### src/rtl/sys_bus_decoder.sv
// System bus address decoder: routes one outstanding request to one of SN
// subordinate register blocks and returns its ack/rdata/err upstream.
module sys_bus_decoder #(
  parameter int unsigned   DW = 32,
  parameter int unsigned   AW = 32,
  parameter int unsigned   SN = 8,
  parameter int unsigned   SL = 20,
  parameter logic [SN-1:0] EN = {SN{1'b1}}
) (
  input  logic             clk,
  input  logic             rstn,
  input  logic [AW-1:0]    s_addr,
  input  logic [DW-1:0]    s_wdata,
  input  logic             s_wen,
  input  logic             s_ren,
  output logic [DW-1:0]    s_rdata,
  output logic             s_ack,
  output logic             s_err,
  output logic [AW-1:0]    m_addr,
  output logic [DW-1:0]    m_wdata,
  output logic [SN-1:0]    m_wen,
  output logic [SN-1:0]    m_ren,
  input  logic [SN*DW-1:0] m_rdata,
  input  logic [SN-1:0]    m_ack,
  input  logic [SN-1:0]    m_err,
  output logic             busy,
  output logic             drop
);

  localparam int unsigned   IW      = $clog2(SN);
  localparam logic [AW-1:0] LO_MASK = AW'((64'(1) << SL) - 64'(1));

  typedef enum logic {IDLE = 1'b0, WAIT = 1'b1} state_t;

  state_t          state;
  logic [IW-1:0]   sel;
  logic            local_err;

  logic            req_c;
  logic            accept_c;
  logic [IW-1:0]   idx_c;
  logic [DW-1:0]   sel_rdata_c;

  // Requests arriving while busy or during the s_ack cycle are discarded.
  assign req_c       = s_wen | s_ren;
  assign accept_c    = req_c & (state == IDLE) & ~s_ack;
  assign idx_c       = s_addr[SL +: IW];
  assign sel_rdata_c = m_rdata[sel*DW +: DW];
  assign busy        = (state == WAIT);

  always_ff @(posedge clk or negedge rstn) begin
    if (!rstn) begin
      state     <= IDLE;
      sel       <= '0;
      local_err <= 1'b0;
      s_rdata   <= '0;
      s_ack     <= 1'b0;
      s_err     <= 1'b0;
      m_addr    <= '0;
      m_wdata   <= '0;
      m_wen     <= '0;
      m_ren     <= '0;
      drop      <= 1'b0;
    end else begin
      m_wen <= '0;
      m_ren <= '0;
      s_ack <= 1'b0;
      s_err <= 1'b0;
      drop  <= req_c & ~accept_c;
      case (state)
        IDLE: begin
          if (accept_c) begin
            state   <= WAIT;
            sel     <= idx_c;
            m_addr  <= s_addr & LO_MASK;
            m_wdata <= s_wdata;
            if (EN[idx_c]) begin
              local_err <= 1'b0;
              // Write wins when both strobes are raised together.
              if (s_wen) m_wen[idx_c] <= 1'b1;
              else       m_ren[idx_c] <= 1'b1;
            end else begin
              local_err <= 1'b1;
            end
          end
        end
        WAIT: begin
          if (local_err) begin
            state     <= IDLE;
            local_err <= 1'b0;
            s_ack     <= 1'b1;
            s_err     <= 1'b1;
            s_rdata   <= '0;
          end else if (m_ack[sel]) begin
            state   <= IDLE;
            s_ack   <= 1'b1;
            s_err   <= m_err[sel];
            s_rdata <= sel_rdata_c;
          end
        end
        default: state <= IDLE;
      endcase
    end
  end

endmodule

### config.mk
export PLATFORM = sky130hd
export DESIGN_NAME = sys_bus_decoder
export DESIGN_NICKNAME = d
export VERILOG_FILES = /design/src/rtl/sys_bus_decoder.sv
export SDC_FILE = /design/constraint.sdc
export NUM_CORES = 1
export LEC_CHECK = 0
export CAP_MARGIN = 20
export CORE_AREA = 4 4 176 178
export CTS_CLUSTER_DIAMETER = 100
export DETAILED_ROUTE_END_ITERATION = 10
export DIE_AREA = 0 0 180 182
export GPL_TIMING_DRIVEN = 0
export HOLD_SLACK_MARGIN = 0.03
export PLACE_DENSITY = 0.6
export SLEW_MARGIN = 40
export SYNTH_ARGS = -nofsm -noshare
export SYNTH_HDL_FRONTEND = slang
export SYNTH_SLANG_ARGS = --single-unit
### constraint.sdc
create_clock -name clk -period 5.88 [get_ports clk]
set_input_delay 1.176 -clock clk [delete_from_list [all_inputs] [get_ports clk]]
set_output_delay 1.176 -clock clk [all_outputs]
set_load 0.02 [all_outputs]
==> impl_metrics.toml, run 1 <==
[clock_tree]
insertion_delay_ns = 0.36
cts_root_buf = "clkbuf_16"
cts_tree = "built"
cts_buffers = 9
cts.sinks = 107
htree_levels = 3
post_cts.repair.setup_buffers = 0
cts_hold_buffers = 0
cts_resized = 0
clkTransAtPathRegs_ns = 0.08
cts_buffer_depth = 2

[logic_synthesis]
synth_top_area_cell = "dfrtp_1"
async_reset_ff_share_pct = 100
synth_cell_types = 22
syn_area_per_cell_um2 = 12.4
synthTopCellsByArea = "dfrtp_1 44%, mux4_2 25%, nand2_1 10%"
synth_seq_cells = 107
netlist_instances = 494
synth_edf_count = 0
yosysWarnings = 0
ys.flop_type = "dfrtp_1"
synth_top_area_share_pct = 43.6
synth_area_um2 = 6140
seq_area_frac_synth_pct = 43.6

[floorplanning]
ios = 456
fp.dieH_um = 182
die_area_um2 = 32800
core_um2 = 29400
start_util_pct = 20.9
dieWidth_um = 180
rows = 63

[routing]
totalWireLength_um = 30200
wl_per_cell_um = 22.4
viasPerCell = 4.30
via_count = 5795
post-route-drc-count = 0
ant_nets = 0
first_pass_iters = 4
drtIter0Drc = 219

[worst_setup_path]
end_kind = "flip-flop"
arrival_ns = 3.34
path_buf_inv = 3
critPathTopFamily = "buffers and inverters"
critical-path-max-stage-delay_ns = 0.52
rr_startpoint = "sel[2]"
crit_start = "s_ren"
path_cells = "clkdlybuf4s50_1 > nor2_1 > nor3_1 > clkbuf_1 > clkbuf_1 > nand2_1 > nand2_1"
crit_path_max_fanout = 10
slowest_stage = "clkbuf_1"
critPathKind = "input port to flip-flop"
cp_data_required_time_ns = 6.18
startpoint_type = "input port"

[layout]
final_common_cell = "clkdlybuf4s50_1"
drive_above_1_share_pct = 18.3
stdcell_area_um2 = 11300
fin_nets = 1290
finalNonFillerCells = 1349
final_cell_mix = "432 x clkdlybuf4s50_1, 169 x nand2_1, 107 x dfrtp_1"
syn_to_final_growth_pct = 84.6

[timing]
tns_ns = 0
fin_skew_ns = 0.0103
tightest_slew_ns = 0.797
min_period_ns = 3.04
finalSetupViolCount = 0
max_freq_mhz = 329
slew_headroom_pct = 46.9
rsz0062_at_grt = "false"
finalCritPeriodShare_pct = 51.8
hold_violations = 0
final-max-slew-violation-count = 0

[power_and_ir_drop]
vdd_ir_drop_max_mv = 0.256
p_leak_nw = 4.71
p_total_mw = 5.11
powerDensity_nw_per_um2 = 451

[global_route]
grt_pass1_vias = 6333
grt_max_degree = 65
grt_pass1_wl_um = 44300
grt_use_total_pct = 18.1
gr-total-overflow = 0
antenna_found_initial = 6

[hold_path]
min_path_type = "flip-flop to flip-flop"
min-delay-start = "m_wdata[29]"

[place]
place.gp.congestion = 0.925
place.port_buffers = 433
dp.cells = 1329
dp_hpwl_um = 24700
dpl-instance-area_um2 = 11000

[run_status]
outcome = "finished clean"

[flow_run]
cap_violations = 0
power breakdown:
group	switching [mW]	internal (mW)
combinational	1.55	1.73
sequential	0.172	1.06
clock	0.309	0.296
layout make-up:
type                    count  area, um2
well taps                 390        488
flip-flops and latches    107       2680
diodes                      4       10.0
multi-input cells         347       3210
clock buffers               9        225
fillers                  2862      18100
inverters                   2       7.51
clock inverters             7       57.6
repair buffers            434       4370
plain buffers              49        280
metal layers:
layer	wire length, um	share of wire [%]	track usage [%]	vias up
met1	11700	39	21.2	2835
met2	15500	51	31.7	294
met4	369	1.2	3.78	4
met3	2610	8.6	6.91	22
li1	-	-	-	2640
met5	27	0.089	0	-
through the flow:
stage	hold slack, ns	utilization (%)	setup slack [ns]
final	0.477	38.5	2.84
after global routing	0.504	38.5	2.55
after CTS	0.480	38.5	2.72
after detailed placement	0.461	37.5	2.34
after global placement	0.458	37.4	-1.04
after floorplan	0.589	-	3.27
final timing paths:
| kind | to | slack, ns | cells after the start |
|---|---|---|---|
| min reg2reg | m_wdata[29] | 0.48 | 2 |
| max reg2reg | s_rdata[14] | 3.14 | 5 |
| min | m_wdata[29] | 0.48 | 2 |
| max | m_wdata[14] | 2.84 | 7 |
| max in group asynchronous | s_rdata[18] | 4.52 | 2 |
| min in group asynchronous | m_wdata[18] | 0.70 | 1 |
kinds of logic after synthesis:
family	share of synthesized area (%)
AND/OR/NAND/NOR	12.7
multiplexers	38.9
flip-flops	43.6
buffers and inverters	4.67
AO/OA/AOI/OAI	0.0815
other	0.0611
worst register-to-register path, cell delays in order, from the launching register on:
cell and delay (ns):
dfrtp_1 0.44, buf_1 0.52, buf_1 0.63, mux4_2 0.48, mux2_2 0.32, mux2_2 0.26
state kept, by name (all words and copies together) (netlist names):
name	cells
busy	1
drop	1
m_addr	20
m_ren	8
m_wdata	32
m_wen	8
s_ack	1
s_err	1
s_rdata	32
sel	3
Yosys cell counts, types with 4 or more instances:
master / n
buf_2: 4
mux2_2: 36
nand2_1: 169
nor3_1: 7
mux2_4: 28
mux2i_1: 5
clkbuf_1: 17
dfrtp_1: 107
mux4_2: 67
buf_1: 7
nor2_1: 11
buf_4: 18
Power figures use the tool's default switching activity.
==> run 2, diff against run 1 <==
CORE_AREA = 4 4 174 176   (was 4 4 176 178)
DIE_AREA = 0 0 178 180   (was 0 0 180 182)
PLACE_DENSITY = 0.63   (was 0.6)
clock period = 2.6 ns   (was 5.88 ns; I/O delays follow)
==> impl_metrics.toml, run 2 (synthesis results as in run 1) <==
[hold_path]
min_path_type = "input port to async pin"

[power_and_ir_drop]
p_sw_mw = 4.56
pwr-share-clk_pct = 12.6
p_total_mw = 11.6
p_leak_nw = 4.73
vdd_ir_drop_max_mv = 0.599
switching_share_pct = 39.2
powerDensity_nw_per_um2 = 1030
power_frac_comb_pct = 63.2
intPower_mw = 7.08
p_seq_share_pct = 24.1

[global_route]
grt_pass1_wl_um = 42100
antenna_found_initial = 5
grt_max_degree = 56
grt_pass1_vias = 6415
gr-total-overflow = 0
grt_use_total_pct = 17.7

[layout]
finalNonFillerCells = 1340
drive_above_1_share_pct = 18.5
final_common_cell = "clkdlybuf4s50_1"
largest_registers = "m_wdata: 32 flops, s_rdata: 32 flops, m_addr: 20 flops"
syn_to_final_growth_pct = 84.8
regArea_um2 = 2680
fill_cells = 2749
multiInputGateArea_um2 = 3210
fin_nets = 1290
final_cell_mix = "432 x clkdlybuf4s50_1, 169 x nand2_1, 107 x dfrtp_1"

[clock_tree]
insertion_delay_ns = 0.36
cts_root_buf = "clkbuf_16"
cts_buffer_depth = 2
cts_buffers = 9
clkTransAtPathRegs_ns = 0.08
post_cts.repair.setup_buffers = 0
cts_tree = "built"
cts.sinks = 107
htree_levels = 3

[timing]
tightest_slew_ns = 0.804
hold_violations = 0
finalCritPeriodShare_pct = 93.7
slew_headroom_pct = 46.4
fin_skew_ns = 0.0148
finalSetupViolCount = 0
rsz0062_at_grt = "false"
max_freq_mhz = 411
final-max-slew-violation-count = 0
min_period_ns = 2.44

[routing]
viasPerCell = 4.30
post-route-drc-count = 0
via_count = 5768
first_pass_iters = 5
wl_per_cell_um = 22.3
ant_nets = 0
totalWireLength_um = 29800
drtIter0Drc = 177

[floorplanning]
core_um2 = 28600
ios = 456
die_area_um2 = 32000
dieWidth_um = 178
fp.dieH_um = 180
rows = 62
start_util_pct = 21.4

[worst_setup_path]
end_kind = "flip-flop"
crit_path_max_fanout = 10
reg2reg_slack_ns = 0.16
critPathKind = "flip-flop to flip-flop"
startpoint_type = "flip-flop"
arrival_ns = 2.67
cp_data_required_time_ns = 2.84

[flow_run]
cap_violations = 0

[place]
dp_hpwl_um = 24700
dp.cells = 1323
place.gp.congestion = 0.849
place.port_buffers = 433

[run_status]
outcome = "finished clean"
run 2: path summary, 6_finish.rpt:
kind                       cells after the start           to        from
max                                            5  s_rdata[23]      sel[2]
min in group clk                               2   m_addr[18]  m_addr[18]
min                                            1   m_addr[10]        rstn
max in group asynchronous                      2       sel[2]        rstn
min reg2reg                                    2   m_addr[18]  m_addr[18]
max reg2reg                                    5  s_rdata[23]      sel[2]
run 2: per-layer routing:
metal | global-route usage [%] | vias to the layer above | routed length (um)
met4 | 2.60 | 6 | 380
met2 | 32.5 | 268 | 15400
met3 | 6.26 | 25 | 2790
met1 | 20.0 | 2827 | 11300
li1 | - | 2642 | -
met5 | 0 | - | 35
run 2: critical path, cell delays in order, from the launching register on:
cell and delay (ns):
dfrtp_1 0.43, buf_1 0.53, buf_2 0.40, mux4_2 0.39, mux2_2 0.29, mux2_4 0.27
run 2: final cells by class:
type                       instances  area share, %
timing repair buffer             434           38.5
multi-input combinational        347           28.3
sequential                       107           23.6
tap                              384           4.24
buffer                            49           2.50
clock buffer                      10           2.02
clock inverter                     6          0.695
inverter                           2         0.0662
antenna                            1         0.0221
run 2: repair_timing:
action,4_1_cts,5_1_grt
setup endpoints to repair,27,0
hold buffers,0,0
resized for setup,4,0
run 2: metrics by stage:
stage	setup TNS (ns)	hold slack [ns]	setup WS [ns]	area, um2	util [%]
2_1_floorplan	0	0.224	0.583	6180	-
3_3_place_gp	-379.27	0.458	-3.52	11000	38.4
3_5_place_dp	-6.78	0.462	-0.248	11000	38.5
4_1_cts	0	0.0701	0.133	11300	39.6
5_1_grt	0	0.0803	0.0668	11300	39.6
6_report	0	0.0801	0.165	11300	39.6
run 2: power by group through the flow:
stage                     logic [mW]  registers (mW)  clock network, mW
final                           7.36            2.81               1.47
after global routing            7.87            2.89               1.60
after CTS                       7.52            2.81               1.53
after detailed placement        7.48            2.84                  0
after global placement          7.44            2.81                  0
after floorplan                 3.57            3.64                  0
==> run 3, diff against run 2 <==
CORE_AREA = 2 2 179 181   (was 4 4 174 176)
DIE_AREA = 0 0 181 183   (was 0 0 178 180)
PLACE_DENSITY = 0.57   (was 0.63)
SLEW_MARGIN = 10   (was 40)
clock period = 3.1 ns   (was 2.6 ns; I/O delays follow)
==> impl_metrics.toml, run 3 (synthesis results as in run 1) <==
[timing]
min_period_ns = 2.88
fin_skew_ns = 0.0160
finalSetupViolCount = 0
finalCritPeriodShare_pct = 92.8
rsz0062_at_grt = "false"
final-max-slew-violation-count = 0
tightest_slew_ns = 0.827
max_freq_mhz = 348
slew_headroom_pct = 44.9
hold_violations = 0

[place]
place.gp.congestion = 0.821
dp_hpwl_um = 23600
dpl-instance-area_um2 = 11000
place.port_buffers = 433

[worst_setup_path]
startpoint_type = "flip-flop"
reg2reg_slack_ns = 0.22
critical-path-max-stage-delay_ns = 0.66
arrival_ns = 3.12
rr_startpoint = "sel[2]"
crit_start = "sel[2]"
end_kind = "flip-flop"
path_cells = "buf_1 > clkbuf_1 > mux4_2 > mux2_2 > mux2_4"
critPathKind = "flip-flop to flip-flop"
r2r_end = "s_rdata[6]"
cp_data_required_time_ns = 3.34
crit_path_max_fanout = 10
slowest_stage = "clkbuf_1"
worst-r2r-cell-count = 5

[run_status]
outcome = "finished clean"

[power_and_ir_drop]
p_total_mw = 9.75
p_seq_share_pct = 24.1
intPower_mw = 5.85
switching_share_pct = 39.9
p_sw_mw = 3.89
p_leak_nw = 4.70
vdd_ir_drop_max_mv = 0.355
power_frac_comb_pct = 64.0
powerDensity_nw_per_um2 = 860
pwr-share-clk_pct = 11.9

[clock_tree]
cts_buffer_depth = 2
cts_hold_buffers = 0
cts.sinks = 107
cts_root_buf = "clkbuf_16"
cts_buffers = 9
clkTransAtPathRegs_ns = 0.09
post_cts.repair.setup_buffers = 0
cts_resized = 0
insertion_delay_ns = 0.35
cts_tree = "built"
htree_levels = 3

[routing]
post-route-drc-count = 0
totalWireLength_um = 29100
drtIter0Drc = 238
wl_per_cell_um = 21.4
viasPerCell = 4.28
ant_nets = 0
via_count = 5815
first_pass_iters = 4

[global_route]
grt_pass1_wl_um = 42300
grt_use_total_pct = 17.4
grt_max_degree = 60
gr-total-overflow = 0
grt_pass1_vias = 6286
antenna_found_initial = 6

[layout]
final_common_cell = "clkdlybuf4s50_1"
syn_to_final_growth_pct = 84.7
final_cell_mix = "432 x clkdlybuf4s50_1, 169 x nand2_1, 107 x dfrtp_1"
drive_above_1_share_pct = 18.1
largest_registers = "m_wdata: 32 flops, s_rdata: 32 flops, m_addr: 20 flops"
fin_nets = 1290
stdcell_area_um2 = 11300

[floorplanning]
ios = 456
die_area_um2 = 33100
rows = 65
dieWidth_um = 181
fp.dieH_um = 183
core_um2 = 31200
start_util_pct = 19.7

[hold_path]
min_path_type = "input port to async pin"

[flow_run]
cap_violations = 0
-- run 3: cell type report --
cell class                      count  area, um2
Sequential cell                   107       2680
Inverter                            2       7.51
Buffer                             49        279
Clock buffer                        9        225
Fill cell                        3178      19900
Tap cell                          402        503
Multi-Input combinational cell    347       3210
Antenna cell                        2       5.00
Clock inverter                      6       61.3
Timing Repair Buffer              434       4360
-- run 3: layer usage --
layer | up-vias | part of all wire (%) | track usage, %
met4 | 6 | 1.5 | 4.00
met5 | - | 0.13 | 0
met1 | 2879 | 39 | 20.4
met3 | 25 | 9.0 | 6.24
li1 | 2638 | - | -
met2 | 267 | 50 | 30.4
-- run 3: how the worst max path moves through the flow --
stage,cells past startpoint,end,slack [ns]
detailed placement,7,s_rdata[6],0.13
global placement,1,s_rdata[25],-3.18
global route,5,s_rdata[6],0.09
CTS,5,s_rdata[6],0.20
finish,5,s_rdata[6],0.22
floorplan,6,s_rdata[0],1.05
-- run 3: critical path, delay by kind of cell (launching register included) --
kind,cells,cell delay [ns]
DFF,1,0.47
muxes,3,1.07
buffers and inverters,2,1.22
-- run 3: power groups by stage --
stage | registers (mW) | logic, mW | clock network (mW)
4_1_cts | 2.36 | 6.36 | 1.22
3_5_place_dp | 2.38 | 6.33 | 0
5_1_grt | 2.44 | 6.70 | 1.28
3_3_place_gp | 2.36 | 6.33 | 0
2_1_floorplan | 3.05 | 2.99 | 0
6_report | 2.35 | 6.24 | 1.16
-- run 3: per-stage QoR --
stage / setup WS [ns] / utilization, % / setup TNS (ns) / hold WS (ns) / cells
after floorplan: 1.05 / - / 0 / 0.324 / 505
after global placement: -3.18 / 35.3 / -339.43 / 0.458 / 1340
after detailed placement: 0.126 / 35.4 / 0 / 0.462 / 1341
after CTS: 0.196 / 36.3 / 0 / 0.210 / 1356
after global routing: 0.0917 / 36.3 / 0 / 0.230 / 1358
final: 0.224 / 36.3 / 0 / 0.206 / 1358
